### src/rtl/instr_fetch.sv
// -----------------------------------------------------------------------------
// instr_fetch -- in-order instruction fetch front end.
//
// Issues word-aligned fetch requests to instruction memory and pairs each
// in-order response with the address it was fetched from. The pair goes into
// a small instruction queue that feeds decode. Fetches are credit limited:
// outstanding requests plus queued instructions never exceed QDEPTH, so a
// returning response always has a free queue slot.
//
// A redirect reloads the fetch PC and flushes the queue and the tag FIFO.
// Responses still in flight at that point are discarded as they come back,
// counted off by a drop counter.
//
// Parameters
//   RESET_PC  fetch PC loaded on reset
//   QDEPTH    instruction queue depth / credit limit (power of 2, >= 2)
//
// Ports
//   clock, reset                     rising-edge clock, synchronous active-high reset
//   imem_req_valid/ready/addr        fetch request channel
//   imem_rsp_valid/data              in-order fetch response
//   redirect_valid/pc                branch / jump / trap redirect
//   inst_valid/ready/data/pc         instruction stream to decode
//   stall_cycles                     cycles decode was ready but starved
//
// Build option
//   FETCH_STALL_CNT_EN  when defined, stall_cycles is a saturating counter;
//                       otherwise it is tied to zero.
// -----------------------------------------------------------------------------
module instr_fetch #(
  parameter logic [31:0] RESET_PC = 32'h0000_0000,
  parameter int unsigned QDEPTH   = 4
) (
  input  logic        clock,
  input  logic        reset,
  output logic        imem_req_valid,
  input  logic        imem_req_ready,
  output logic [31:0] imem_req_addr,
  input  logic        imem_rsp_valid,
  input  logic [31:0] imem_rsp_data,
  input  logic        redirect_valid,
  input  logic [31:0] redirect_pc,
  output logic        inst_valid,
  input  logic        inst_ready,
  output logic [31:0] inst_data,
  output logic [31:0] inst_pc,
  output logic [31:0] stall_cycles
);

  localparam int unsigned PW = (QDEPTH > 1) ? $clog2(QDEPTH) : 1;
  localparam int unsigned CW = PW + 1;
  // Drop count accumulates across back-to-back redirects while memory is slow;
  // 16 bits leaves ample headroom over QDEPTH per redirect.
  localparam int unsigned DW = 16;
  localparam logic [CW:0] QD = (CW+1)'(QDEPTH);

  // ---------------------------------------------------------------------------
  // State
  // ---------------------------------------------------------------------------
  logic [31:0]   pc_q, pc_d;
  logic [CW-1:0] out_q, out_d;      // live outstanding requests (= tag FIFO count)
  logic [DW-1:0] drop_q, drop_d;    // in-flight responses to discard
  logic [PW-1:0] tag_wp_q, tag_wp_d, tag_rp_q, tag_rp_d;
  logic [PW-1:0] q_wp_q, q_wp_d, q_rp_q, q_rp_d;
  logic [CW-1:0] cnt_q, cnt_d;      // instruction queue occupancy

  logic [31:0] tag_mem  [QDEPTH];
  logic [31:0] qpc_mem  [QDEPTH];
  logic [31:0] qdat_mem [QDEPTH];

  // ---------------------------------------------------------------------------
  // Handshakes
  // ---------------------------------------------------------------------------
  logic credit_ok, req_fire, rsp_live, rsp_drop, rsp_keep, push, pop;

  // Occupancy is taken before this cycle's pop, so credit is conservative.
  assign credit_ok = ({1'b0, out_q} + {1'b0, cnt_q}) < QD;

  assign imem_req_valid = !reset && !redirect_valid && credit_ok;
  assign imem_req_addr  = reset ? RESET_PC : pc_q;
  assign req_fire       = imem_req_valid && imem_req_ready;

  // A response with nothing live or pending-drop outstanding is ignored.
  assign rsp_live = imem_rsp_valid && !reset;
  assign rsp_drop = rsp_live && (drop_q != '0);
  assign rsp_keep = rsp_live && (drop_q == '0) && (out_q != '0);
  assign push     = rsp_keep && !redirect_valid;

  assign inst_valid = !reset && !redirect_valid && (cnt_q != '0);
  assign inst_data  = reset ? 32'h0 : qdat_mem[q_rp_q];
  assign inst_pc    = reset ? 32'h0 : qpc_mem[q_rp_q];
  assign pop        = inst_valid && inst_ready;

  // ---------------------------------------------------------------------------
  // Next state
  // ---------------------------------------------------------------------------
  always_comb begin
    pc_d     = pc_q;
    out_d    = out_q;
    drop_d   = drop_q;
    tag_wp_d = tag_wp_q;
    tag_rp_d = tag_rp_q;
    q_wp_d   = q_wp_q;
    q_rp_d   = q_rp_q;
    cnt_d    = cnt_q;
    if (redirect_valid) begin
      pc_d     = {redirect_pc[31:2], 2'b00};
      out_d    = '0;
      tag_wp_d = '0;
      tag_rp_d = '0;
      q_wp_d   = '0;
      q_rp_d   = '0;
      cnt_d    = '0;
      // Everything memory still owes us becomes garbage, minus the one
      // response (live or already doomed) that lands this very cycle.
      drop_d   = drop_q + DW'(out_q) - DW'(rsp_drop || rsp_keep);
    end else begin
      if (req_fire) begin
        pc_d     = pc_q + 32'd4;
        tag_wp_d = tag_wp_q + PW'(1);
      end
      if (rsp_drop) drop_d = drop_q - DW'(1);
      if (rsp_keep) tag_rp_d = tag_rp_q + PW'(1);
      out_d = out_q + CW'(req_fire) - CW'(rsp_keep);
      if (push) q_wp_d = q_wp_q + PW'(1);
      if (pop)  q_rp_d = q_rp_q + PW'(1);
      cnt_d = cnt_q + CW'(push) - CW'(pop);
    end
  end

  always_ff @(posedge clock) begin
    if (reset) begin
      pc_q     <= RESET_PC;
      out_q    <= '0;
      drop_q   <= '0;
      tag_wp_q <= '0;
      tag_rp_q <= '0;
      q_wp_q   <= '0;
      q_rp_q   <= '0;
      cnt_q    <= '0;
    end else begin
      pc_q     <= pc_d;
      out_q    <= out_d;
      drop_q   <= drop_d;
      tag_wp_q <= tag_wp_d;
      tag_rp_q <= tag_rp_d;
      q_wp_q   <= q_wp_d;
      q_rp_q   <= q_rp_d;
      cnt_q    <= cnt_d;
    end
  end

  // Storage arrays need no reset: pointers and counts define validity.
  always_ff @(posedge clock) begin
    if (req_fire) tag_mem[tag_wp_q] <= pc_q;
    if (push) begin
      qpc_mem[q_wp_q]  <= tag_mem[tag_rp_q];
      qdat_mem[q_wp_q] <= imem_rsp_data;
    end
  end

  // Low address bits of a redirect target are forced to word alignment.
  logic unused_rpc_lo;
  assign unused_rpc_lo = ^redirect_pc[1:0];

  // ---------------------------------------------------------------------------
  // Fetch-starvation counter
  // ---------------------------------------------------------------------------
`ifdef FETCH_STALL_CNT_EN
  logic [31:0] stall_q, stall_d;

  always_comb begin
    stall_d = stall_q;
    if (inst_ready && !inst_valid && (stall_q != 32'hFFFF_FFFF))
      stall_d = stall_q + 32'd1;
  end

  always_ff @(posedge clock) begin
    if (reset) stall_q <= '0;
    else       stall_q <= stall_d;
  end

  assign stall_cycles = stall_q;
`else
  assign stall_cycles = 32'h0;
`endif

endmodule

### config.mk
export PLATFORM = sky130hd
export DESIGN_NAME = instr_fetch
export DESIGN_NICKNAME = d
export VERILOG_FILES = /design/src/rtl/instr_fetch.sv
export SDC_FILE = /design/constraint.sdc
export NUM_CORES = 1
export LEC_CHECK = 0
export CAP_MARGIN = 15
export CORE_MARGIN = 5
export CORE_UTILIZATION = 30
export CTS_CLUSTER_SIZE = 10
export DETAILED_ROUTE_END_ITERATION = 10
export PLACE_DENSITY = 0.57
export SLEW_MARGIN = 25
export SYNTH_ARGS = -nofsm -noshare
export SYNTH_HDL_FRONTEND = slang
export SYNTH_SLANG_ARGS = --single-unit
export TNS_END_PERCENT = 20
### constraint.sdc
create_clock -name clock -period 5.35 [get_ports clock]
set_input_delay 1.07 -clock clock [delete_from_list [all_inputs] [get_ports clock]]
set_output_delay 1.07 -clock clock [all_outputs]
set_load 0.05 [all_outputs]
==> impl_metrics.json <==
{
  "status": "completed",
  "ctsResizeCount": 0,
  "drtIter0Drc": 643,
  "die_h_um": 260,
  "ff_latch_area_um2": 12300,
  "cts_hold_repair.buffers": 0,
  "clk_latency_ns": 0.57,
  "startpoint_type": "flip-flop",
  "ys_types": 65,
  "grt-ovfl-total": 0,
  "dieArea_um2": 67400,
  "cts_tree": "yes",
  "diodes": 0,
  "synth_warnings": 0,
  "mostFrequentLayoutCells": "368 x edfxtp_1, 159 x clkdlybuf4s50_1, 99 x nor2b_1",
  "fin_setup_tns_ns": 0,
  "setup_viol": 0,
  "hold_class": "reg2reg",
  "cts_setup_buffers": 0,
  "antenna_found_initial": 4,
  "fin_skew_ns": 0.0165,
  "drive_gt1_share_pct": 15.3,
  "die_w_um": 260,
  "hpwl_um": 28600,
  "grt_pass1_wl_um": 66800,
  "gp_congestion": 0.835,
  "tightest_slew_ns": 0.886,
  "viasPerCell": 4.66,
  "drtPass1Iterations": 5,
  "syn_to_final_growth_pct": 21.3,
  "grt_max_degree": 139,
  "critPathMaxFanout": 23,
  "seq_area_frac_synth_pct": 65.9,
  "synth_area_leader_cell": "edfxtp_1",
  "end_kind": "output port",
  "cp_top_family": "buffers and inverters",
  "numCtsBuffers": 50,
  "crit_path_max_incr_delay_ns": 0.75,
  "post-route-period-util_pct": 80.1,
  "crit_type": "reg2out",
  "syn_area_um2": 18700,
  "start_util_pct": 30.3,
  "arrival_ns": 3.22,
  "synth-edff-count": 368,
  "root_buffer": "clkbuf_16",
  "core_area_um2": 61700,
  "ys_ff_latch": 432,
  "worstPathCellList": "buf_4, mux4_2, nor2b_1, clkdlybuf4s50_1",
  "critical_path_required_ns": 4.28,
  "via_count": 10386,
  "fmax_mhz": 233,
  "synthesis.instances": 1189,
  "boundaryPins": 200,
  "post_synth.cell_area_avg_um2": 15.7,
  "leakagePower_nw": 7.46,
  "power.density_nw_per_um2": 357,
  "max_cap_viol_count": 0,
  "drv_slew": 0,
  "async_flop_share_pct": 0,
  "cts_buffer_depth": 3,
  "clkTransAtPathRegs_ns": 0.06,
  "detail-route-antenna-nets": 0,
  "rows": 91,
  "io_buffers": 161,
  "nFillCells": 5886,
  "synth_ff_type": "edfxtp_1",
  "grt_pass1_vias": 10854,
  "hold_viol_final": 0,
  "nNetsFinal": 1499,
  "multi_input_area_um2": 5840,
  "finalWirelength_um": 44100,
  "grtUsageTotal_pct": 12.9,
  "rsz0062_at_grt": "no",
  "final_util_pct": 36.8,
  "drc": 0,
  "routedWlPerCell_um": 19.8,
  "period_minus_slack_ns": 4.29,
  "yosysTopAreaCellShare_pct": 59.1,
  "cp_slowest_cell": "clkdlybuf4s50_1",
  "htreeDepth": 2,
  "final_common_cell": "edfxtp_1",
  "cts_sinks": 432,
  "synthTopCellsByArea": "edfxtp_1 59%, mux4_2 11%, dfxtp_1 6.9%",
  "ir_worst_vdd_v": 0.000219,
  "slew_headroom_pct": 40.9,
  "cp_num_buf_inv": 2
}
[final timing paths]
kind / startpoint / to / depth (start not counted) / slack [ns]
worst max-delay path: flip-flop / inst_data[15] / 4 / 1.06
worst min-delay path: tag_wp_q[1]$_SDFFE_PP0P_ / tag_wp_q[1]$_SDFFE_PP0P_ / 2 / 0.50
worst max register to register: drop_q[9]$_SDFFE_PP0P_ / drop_q[14]$_SDFFE_PP0P_ / 17 / 1.58
worst min register to register: tag_wp_q[1]$_SDFFE_PP0P_ / tag_wp_q[1]$_SDFFE_PP0P_ / 2 / 0.50
[where the power goes]
group	internal [W]	leakage (nW)	switching, W	total, W
registers	0.00371	3.90	0.0000827	0.00379
clock network	0.00176	0.682	0.00124	0.00299
logic	0.000528	2.88	0.000794	0.00132
total	0.00600	7.46	0.00211	0.00811
[per-layer routing]
metal	track usage [%]	wire (µm)	vias to the layer above
li1	-	-	4786
met1	17.5	19700	5308
met5	0	0	-
met2	21.5	21300	236
met3	2.53	2310	56
met4	3.23	843	0
[cells in the mapped netlist, types with 4 or more instances]
library cell  instances
mux2i_1               4
xnor2_1              31
a211oi_1             18
o21ai_0              13
a21o_1                4
buf_2                 9
buf_1                 6
nor2_1               61
a221oi_1              4
nor4_1                7
nand3_1              15
and3_1               12
a21oi_1              36
mux4_2               92
or3_1                 4
clkbuf_1             35
nor3_1               11
inv_1                50
ha_1                 52
nand4_1               7
a31oi_1               7
buf_4                38
nand2_1              53
nor2b_1              99
mux2_2                6
and2_1               13
xor2_1               11
a31o_2                5
dfxtp_1              64
edfxtp_1            368
[logic make-up (layout without fill, tap and decap cells)]
group                    count (synthesis)  count (layout)  share of synthesized area (%)
AO/OA/AOI/OAI                          112             112                           4.01
XOR/XNOR                                42              42                           1.97
adder cells (fa/ha/maj)                 55              55                           3.80
buffers and inverters                  140             308                           3.65
flip-flops                             432             432                           65.9
multiplexers                           104             104                           11.8
other                                    1              36                         0.0201
AND/OR/NAND/NOR                        303             303                           8.80
[registers in the layout, summed over array words and instances (netlist names), named ones only]
signal,cells
tag_mem,120
q_rp_q,2
q_wp_q,2
cnt_q,3
drop_q,16
pc_q,30
out_q,3
tag_rp_q,2
qdat_mem,128
qpc_mem,120
tag_wp_q,2
[through the flow]
stage	total power, W	worst slack (ns)	hold WS [ns]	area [µm²]	instances
after global placement	0.00516	0.813	0.480	21300	2159
after CTS	0.00821	0.926	0.500	22700	2229
after global routing	0.00851	0.849	0.542	22700	2229
after floorplan	0.00483	1.17	0.460	18800	1224
after detailed placement	0.00517	0.808	0.492	21300	2159
final	0.00811	1.06	0.498	22700	2229
[tightest hold or removal path: stages, from the launching register on]
cell and delay, ns:
dfxtp_1 0.34, nand2_1 0.06, a21oi_1 0.05
[layout make-up]
| type | count | area share (%) |
|---|---|---|
| multi-input combinational | 652 | 25.7 |
| sequential | 432 | 54.4 |
| clock buffer | 63 | 5.82 |
| tap | 837 | 4.62 |
| inverter | 52 | 0.871 |
| timing repair buffer | 186 | 8.23 |
| clock inverter | 7 | 0.353 |
(Power assumes the default switching activity.)
